$ cat config.mk
export PLATFORM = sky130hd
export DESIGN_NAME = wb_copy_master
export DESIGN_NICKNAME = d
export VERILOG_FILES = /design/src/rtl/wb_copy_master.sv
export SDC_FILE = /design/constraint.sdc
export NUM_CORES = 1
export LEC_CHECK = 0
export ABC_CLOCK_PERIOD_IN_PS = 8700
export CAP_MARGIN = 25
export CORE_MARGIN = 1.5
export CORE_UTILIZATION = 51
export CTS_CLUSTER_DIAMETER = 50
export CTS_CLUSTER_SIZE = 28
export DETAILED_ROUTE_END_ITERATION = 6
export PLACE_DENSITY = 0.73
export SETUP_SLACK_MARGIN = 0.2
export SYNTH_ARGS = -nofsm -noshare
export SYNTH_HDL_FRONTEND = slang
export SYNTH_SLANG_ARGS = --single-unit
export TNS_END_PERCENT = 1
$ cat constraint.sdc
create_clock -name clk -period 8.7 [get_ports clk]
set_clock_uncertainty 0.2 [all_clocks]
set_input_delay 1.74 -clock clk [delete_from_list [all_inputs] [get_ports clk]]
set_output_delay 1.74 -clock clk [all_outputs]
set_load 0.05 [all_outputs]
$ cat src/rtl/wb_copy_master.sv
// wb_copy_master: Wishbone classic-pipelined bus master that copies `len`
// words from src_adr to dst_adr in chunks of up to BUF_DEPTH words. Each
// chunk is a pipelined read burst into an internal buffer, one idle TURN
// cycle, then a pipelined write burst out of the buffer.
//
// Ports:
//   clk, rst_n           clock, synchronous active-low reset
//   start                command strobe (only looked at in IDLE)
//   src_adr, dst_adr     first source / destination word address
//   len                  number of words to copy
//   busy                 high in every state except IDLE
//   done                 one-cycle completion pulse
//   wb_cyc, wb_stb, wb_we, wb_adr, wb_dat_o   master side of the bus
//   wb_dat_i, wb_ack, wb_stall                slave responses
module wb_copy_master #(
    parameter int AW        = 16,
    parameter int DW        = 16,
    parameter int BUF_DEPTH = 8,
    parameter int LEN_W     = 16
) (
    input  logic             clk,
    input  logic             rst_n,
    input  logic             start,
    input  logic [AW-1:0]    src_adr,
    input  logic [AW-1:0]    dst_adr,
    input  logic [LEN_W-1:0] len,
    output logic             busy,
    output logic             done,
    output logic             wb_cyc,
    output logic             wb_stb,
    output logic             wb_we,
    output logic [AW-1:0]    wb_adr,
    output logic [DW-1:0]    wb_dat_o,
    input  logic [DW-1:0]    wb_dat_i,
    input  logic             wb_ack,
    input  logic             wb_stall
);
    localparam int IW = $clog2(BUF_DEPTH);
    localparam int CW = IW + 1;   // counts 0..BUF_DEPTH inclusive

    typedef enum logic [2:0] {IDLE, RD, TURN, WR, NEXT, DONE} state_t;

    state_t           state, state_nxt;
    logic [CW-1:0]    chunk, issued, acked;
    logic [LEN_W-1:0] remaining, rem_nxt;
    logic [AW-1:0]    src_ptr, dst_ptr, adr_q;
    logic [DW-1:0]    buffer [BUF_DEPTH];
    logic             in_burst, issue, ack_ok, last_ack;

    function automatic logic [CW-1:0] min_chunk(input logic [LEN_W-1:0] r);
        if (r >= LEN_W'(BUF_DEPTH)) return CW'(BUF_DEPTH);
        else                        return CW'(r);
    endfunction

    assign in_burst = (state == RD) || (state == WR);
    assign issue    = wb_stb && !wb_stall;
    // An ack with nothing outstanding is dropped rather than counted.
    assign ack_ok   = in_burst && wb_ack && (acked != issued);
    assign last_ack = ack_ok && ((acked + 1'b1) == chunk);
    assign rem_nxt  = remaining - LEN_W'(chunk);

    // State register
    always_ff @(posedge clk) begin
        if (!rst_n) state <= IDLE;
        else        state <= state_nxt;
    end

    // Next-state logic
    always_comb begin
        state_nxt = state;
        case (state)
            IDLE: if (start) state_nxt = (len == '0) ? DONE : RD;
            RD:   if (last_ack) state_nxt = TURN;
            TURN: state_nxt = WR;
            WR:   if (last_ack) state_nxt = NEXT;
            NEXT: state_nxt = (rem_nxt == '0) ? DONE : RD;
            DONE: state_nxt = IDLE;
            default: state_nxt = IDLE;
        endcase
    end

    // Outputs. wb_adr/wb_dat_o only move on an issue, so they stay put
    // while the slave stalls.
    always_comb begin
        busy     = (state != IDLE);
        done     = (state == DONE);
        wb_cyc   = in_burst;
        wb_we    = (state == WR);
        wb_stb   = in_burst && (issued < chunk);
        wb_adr   = adr_q;
        wb_dat_o = (state == WR) ? buffer[issued[IW-1:0]] : '0;
    end

    // Counters and pointers
    always_ff @(posedge clk) begin
        if (!rst_n) begin
            chunk     <= '0;
            issued    <= '0;
            acked     <= '0;
            remaining <= '0;
            src_ptr   <= '0;
            dst_ptr   <= '0;
            adr_q     <= '0;
        end else begin
            case (state)
                IDLE: if (start) begin
                    src_ptr   <= src_adr;
                    dst_ptr   <= dst_adr;
                    adr_q     <= src_adr;
                    remaining <= len;
                    chunk     <= min_chunk(len);
                    issued    <= '0;
                    acked     <= '0;
                end
                RD, WR: begin
                    if (issue) begin
                        adr_q  <= adr_q + 1'b1;
                        issued <= issued + 1'b1;
                    end
                    if (ack_ok) acked <= acked + 1'b1;
                end
                TURN: begin
                    adr_q  <= dst_ptr;
                    issued <= '0;
                    acked  <= '0;
                end
                NEXT: begin
                    remaining <= rem_nxt;
                    src_ptr   <= src_ptr + AW'(chunk);
                    dst_ptr   <= dst_ptr + AW'(chunk);
                    adr_q     <= src_ptr + AW'(chunk);
                    chunk     <= min_chunk(rem_nxt);
                    issued    <= '0;
                    acked     <= '0;
                end
                default: ;
            endcase
        end
    end

    // Chunk buffer, filled in ack order during RD
    always_ff @(posedge clk) begin
        if (state == RD && ack_ok) buffer[acked[IW-1:0]] <= wb_dat_i;
    end
endmodule

==> results of run 1 <==
[through the flow]
stage	power [µW]	utilization, %	hold WS (ps)	area [µm²]
floorplan	1280	-	236	10300
global placement	1380	59.3	251	11600
detailed placement	1380	59.4	256	11600
CTS	2300	63.0	272	12300
global route	2360	63.0	295	12300
finish	2300	63.0	273	12300
[routing by layer]
metal / track usage [%] / share of wire [%] / up-vias
li1: - / - / 3690
met1: 35.5 / 44 / 3831
met2: 40.0 / 47 / 316
met3: 3.82 / 6.8 / 35
met4: 7.12 / 2.0 / 0
met5: 0 / 0 / -
[synth_stat cells, types with 22 or more instances]
master	instances	share of area [%]
nand3_1	27	1.3
mux4_2	32	7.0
xnor2_1	29	2.5
edfxtp_1	128	37
a21oi_1	71	3.5
nor3_1	27	1.3
nand2_1	74	2.7
o21ai_0	57	2.8
nor2_1	87	3.2
dfxtp_1	82	16
clkbuf_1	48	1.8
xor2_1	22	1.9
[final timing paths]
check                                    to  slack [ps]  startpoint  cells after the start
worst max-delay path            wb_dat_o[7]        2900    state[2]                      8
worst min-delay path             src_ptr[2]         270  src_ptr[2]                      2
worst max register to register    wb_adr[8]        4820    state[1]                      6
worst min register to register   src_ptr[2]         270  src_ptr[2]                      2
[cells by family (layout without fill, tap and decap cells)]
kind of cell / after synthesis / after routing
muxes: 54 / 54
xor gates and xnor gates: 51 / 51
AOI/OAI and AO/OA: 228 / 228
buffers and inverters: 74 / 176
DFF: 210 / 210
and+or+nand+nor: 283 / 283
adders and majority gates: 23 / 23
[power breakdown]
part	switching, µW	internal, µW
clock	414	518
combinational	146	107
sequential	35.5	1080
total	596	1700
[state kept, by name (all words and copies together) (netlist names), named ones only]
signal     flops
dst_ptr       16
src_ptr       16
buffer       128
state          3
remaining     16
issued         4
chunk          4
wb_adr        16
acked          4
[area by class of cell]
cell class / count / area (µm²)
fillers: 1557 / 7250
flip-flops and latches: 210 / 5490
multi-input cells: 639 / 4550
repair buffers: 122 / 1200
clock buffers: 21 / 483
well taps: 265 / 332
clock inverters: 13 / 220
inverters: 20 / 75.1
[tightest hold or removal path, cell delays in order (launching register included)]
cell and delay, ps:
dfxtp_1 320, nand2_1 50, a21oi_1 50
==> key figures, run 1 <==
Global routing
  • Vias in the first global route: about 7000
  • Grt ovf: 0
  • Total Routing Usage GR: approximately a quarter
  • First-pass GRT wire length: 40.0 mm
  • Antenna violations before repair: 0
  • Largest net degree at the start of global routing: 56

Final layout
  • Non-filler instance count after layout: 1290
  • Nets: approximately 1100
  • Layout cell share with drive strength beyond 1: 9.95%
  • Commonest non-fill, non-tap cells in the layout: edfxtp_1, clkdlybuf4s50_1, nor2_1
  • Most common cell after layout, fill and taps aside: edfxtp_1
  • Area grow syn2layout: 20.2%
  • Antenna diode count: 0

Setup path
  • Data required, critical path: 6760 ps
  • Crit-path slowest cell: clkdlybuf4s50_1
  • CP top delay family: buffers and inverters
  • Crit. End Element: output pin
  • Crit Path Max Fanout: 46
  • Largest stage delay, worst path: 860 ps
  • WP buf/inv: 5
  • Crit Path Category: reg -> out
  • CP cell instances: buf_4, inv_1, buf_4, nand2_1, inv_2, nand2_1, nor2_1, clkdlybuf4s50_1
  • Critical Path AT: 3860 ps
  • Crit path launch type: flip-flop

Floorplan
  • Die height: 145 µm
  • Initial Util: 52.4%
  • Die Wd: 145 µm
  • CORE AREA: 19600 µm²
  • Placement row count: 51
  • Die Area: 21000 µm²
  • Ports: 106

Routing
  • 1st-iter DRT viols: 729
  • Vias: between 7000 and 8000
  • Final wirelength: 26.3 mm
  • ANT nets after route: 0
  • Drt wl/cell: between 20 and 25 µm
  • Vias per cell: 6.10
  • Post-route DRC: 0
  • TritonRoute pass-1 iters: 5

Pwr
  • VDD IR max: 0.134 mV
  • Leakage: between 0.004 and 0.005 µW
  • Power Density: 186 nW/µm²

Clocking
  • Clock slew at reported path FFs: around 70 ps
  • CTS tree: built
  • Max clock buf depth: 3
  • Clock latency on the worst-skew pair: 510 ps
  • Cts bufs inserted: 19
  • Root Driver: clkbuf_16
  • Sinks on Clock Net: 210
  • Htree depth: 1
  • Cts repair resizes: 0
  • Post-CTS setup buffer count: 0
  • Hold_buf cts: 0

Yosys
  • Post-Syn Instances: around 920
  • Adder-cell share of the synthesized area: 2.97%
  • Main synth FF type: edfxtp_1
  • Largest family of logic cells by synthesized area: compound AO/OA/AOI/OAI gates
  • Compound-Gate Fraction of Synth Area: approximately 14%
  • Synth Area per Inst: 11.1 µm²
  • Seq/Total Area, Yosys: 53.4%
  • Cell variety after synth: 63
  • Yosys warning total: 0
  • Ys async rst share: 0%
  • Seq cells post-synth: 210
  • Syn_nets: around 1000
  • Post-Synth Simple-Gate Area: 13.1%
  • Netlist Area Pre-Place: ~10000 µm²
  • Multiplexer share of the synthesized area: around 9.2%
  • Number of enable flip-flop cells after synthesis: roughly 130
  • Post-Synth XOR/XNOR Area: under 10%

Placement
  • Post-Place Worst Slack: 3480 ps
  • I/O Buffers: 105
  • Placed insts: 1256
  • Hpwl dp: 17.1 mm
  • Placer Congestion: 0.910

STA
  • Max Fclk: 0.173 GHz
  • Fin Setup TNS: 0 ps
  • Worst slew pin tran: around 1000 ps
  • Final min period: roughly 5800 ps
  • RSZ-0062 raised after global routing: no
  • Setup ws final: 2900 ps
  • Part of the cycle the worst path needs: 66.6%
  • Final hold vios: 0
  • Relative slew slack: 30.2%
  • Count of final setup violators: 0
  • Max-slew violations: 0

Min path
  • Worst hold path type: reg -> reg

Run
  • Total of max-cap violations: 0

Outcome
  • Outcome: finished, final reports clean
No activity file was read; power rests on OpenSTA's default activity.
==> run 2: changes to the inputs <==
Settings changed: ABC_CLOCK_PERIOD_IN_PS 8700 to 5400.
Clock period 8.7 ns to 5.4 ns, I/O delays scaled along.
==> key figures, run 2 (same netlist as run 1, synthesis figures left out) <==
Clocking
  • CTS tree: built (unchanged)
  • Cts repair resizes: 0 (unchanged)
  • Sinks on Clock Net: 210 (unchanged)
  • Hold_buf cts: 0 (unchanged)
  • Post-CTS setup buffer count: 0 (unchanged)
  • Clock slew at reported path FFs: 70 ps (about the same)
  • Max clock buf depth: 3 (unchanged)
  • Cts bufs inserted: 23 (was 19)
  • Root Driver: clkbuf_16 (unchanged)
  • Clock latency on the worst-skew pair: 530 ps (was 510 ps)
  • Htree depth: 1 (unchanged)

Pwr
  • Net switching power: 1030 µW (was 596 µW)
  • VDD IR max: 0.195 mV (was 0.134 mV)
  • Power Density: 308 nW/µm² (was 186 nW/µm²)
  • Comb power frac: 10.5% (was 11.0%)
  • P_int: 2800 µW (was 1700 µW)
  • Clock power share: 42.5% (was 40.5%)
  • Sequential Power Share: 47.0% (was 48.5%)
  • Switching Fraction: 26.9% (was 25.9%)
  • Leakage: 0.00416 µW (was 0.00407 µW)

Floorplan
  • Die Wd: 145 µm (unchanged)
  • Ports: 106 (unchanged)
  • CORE AREA: 19600 µm² (unchanged)
  • Die height: 145 µm (unchanged)
  • Die Area: 21000 µm² (unchanged)
  • Initial Util: 52.4% (unchanged)
  • Placement row count: 51 (unchanged)

Routing
  • TritonRoute pass-1 iters: 5 (unchanged)
  • ANT nets after route: 0 (unchanged)
  • Vias: 7979 (was 7872)
  • Final wirelength: 26.2 mm (was 26.3 mm)
  • 1st-iter DRT viols: 750 (was 729)
  • Post-route DRC: 0 (unchanged)
  • Drt wl/cell: 20.2 µm (was 20.4 µm)
  • Vias per cell: 6.15 (was 6.10)

Global routing
  • Grt ovf: 0 (unchanged)
  • Met2 Usage GRT: 39.6% (was 40.0%)
  • Top Usage Layer GRT: met2 (unchanged)
  • Total Routing Usage GR: 25.3% (was 25.0%)
  • Met3 Resource Use GR: 3.59% (was 3.82%)
  • Largest net degree at the start of global routing: 56 (unchanged)
  • First-pass GRT wire length: 40.5 mm (was 40.0 mm)
  • Vias in the first global route: 7401 (was 7214)
  • Antenna violations before repair: 0 (unchanged)
  • Met1 Use GR: 36.8% (was 35.5%)

Setup path
  • Reg2reg start: state[0] (was state[1])
  • Crit-path slowest cell: dfxtp_1 (was clkdlybuf4s50_1)
  • Largest stage delay, worst path: 860 ps (about the same)
  • Worst R2R Path Depth: 6 (unchanged)
  • Crit Path Category: reg -> out (unchanged)
  • R2R setup slack: 1670 ps (was 4820 ps)
  • Reg2reg end: wb_adr[8] (unchanged)
  • Critical Path AT: 3240 ps (was 3860 ps)
  • Crit path launch type: flip-flop (unchanged)
  • Cell mode on critical path: nand2_1
  • CP cell instances: nand2_1, inv_2, nand2_1, nor2_1, buf_4 (was buf_4, inv_1, buf_4, nand2_1, inv_2, nand2_1, nor2_1, clkdlybuf4s50_1)
  • Crit. End Element: output pin (unchanged)
  • Crit Path Max Fanout: 23 (was 46)
  • Data required, critical path: 4120 ps (was 6760 ps)

Run
  • Total of max-cap violations: 0 (unchanged)

STA
  • Worst slew pin tran: 1030 ps (was 1040 ps)
  • Fin Setup TNS: 0 ps (unchanged)
  • Final hold vios: 0 (unchanged)
  • Relative slew slack: 31.2% (was 30.2%)
  • Max-slew violations: 0 (unchanged)
  • Count of final setup violators: 0 (unchanged)
  • Final min period: 4520 ps
  • Part of the cycle the worst path needs: 83.7%
  • Max Fclk: 0.221 GHz
  • RSZ-0062 raised after global routing: no (unchanged)

Min path
  • Min-Delay Endpoint: src_ptr[2] (unchanged)
  • Hold path cells: 2 (unchanged)
  • Worst hold path type: reg -> reg (unchanged)
  • HP Start: src_ptr[2] (unchanged)

Final layout
  • Layout cell share with drive strength beyond 1: 12.3% (was 9.95%)
  • Nets: 1106 (was 1102)
  • Antenna diode count: 0 (unchanged)
  • Commonest non-fill, non-tap cells in the layout: edfxtp_1, clkdlybuf4s50_1, nor2_1 (unchanged)
  • Core Util, Final: 63.4% (was 63.0%)
  • Most common cell after layout, fill and taps aside: edfxtp_1 (unchanged)
  • Max reg flops: 128 (unchanged)
  • Area grow syn2layout: 20.9% (was 20.2%)

Placement
  • Hpwl dp: 17.7 mm (was 17.1 mm)
  • I/O Buffers: 105 (unchanged)
  • Placer Congestion: 0.938 (was 0.910)

Outcome
  • Outcome: finished, final reports clean (unchanged)
run 2: changes by cell type in the layout (fill, tap and decap cells not counted), sizes merged:
cell | previous run | this run
clkinvlp | 0 | 2
clkdlybuf4s50 | 105 | 88
inv | 26 | 27
clkbuf | 21 | 24
bufinv | 3 | 1
buf | 17 | 34
clkinv | 4 | 8
run 2: final cells by class:
cell class / count / area [µm²]
fillers: 1555 / 7180
flip-flops and latches: 210 / 5490
repair buffers: 122 / 1160
clock inverters: 18 / 236
clock buffers: 24 / 579
multi-input cells: 639 / 4550
inverters: 20 / 75.1
well taps: 265 / 332
run 2: worst max path at each step:
| stage | startpoint | to | slack [ps] | cells after the start |
|---|---|---|---|---|
| finish | state[0] | wb_dat_o[14] | 880 | 5 |
| global route | state[0] | wb_dat_o[0] | 720 | 5 |
| CTS | state[0] | wb_dat_o[14] | 960 | 5 |
| detailed placement | state[0] | wb_dat_o[14] | 1510 | 5 |
| global placement | state[0] | wb_stb | 1640 | 3 |
| floorplan | state[0] | buffer[6][0] | 1800 | 5 |
run 2: through the flow:
step / power (µW) / setup slack [ps] / cell area, µm² / instances / hold slack [ps]
floorplan: 2060 / 1800 / 10300 / 923 / 236
global placement: 2220 / 1640 / 11600 / 1255 / 247
detailed placement: 2230 / 1510 / 11600 / 1256 / 261
CTS: 3840 / 956 / 12400 / 1298 / 268
global route: 3950 / 716 / 12400 / 1298 / 282
finish: 3830 / 879 / 12400 / 1298 / 268
run 2: routing by layer:
metal,vias to the layer above,share of wire [%]
li1,3704,-
met1,3876,45
met4,0,2.3
met2,342,46
met3,57,7.0
met5,-,0
run 2: worst max-delay path: cells and delay by family, from the launching register on:
family | cells | cell delay [ps]
and+or+nand+nor | 3 | 1290
buffers and inverters | 2 | 540
DFF | 1 | 860
run 2: power by group through the flow:
stage	sequential, µW	combinational, µW	clock, µW
after floorplan	1850	214	0
after CTS	1800	397	1650
after detailed placement	1830	395	0
after global routing	1810	432	1710
after global placement	1830	391	0
final	1800	401	1630
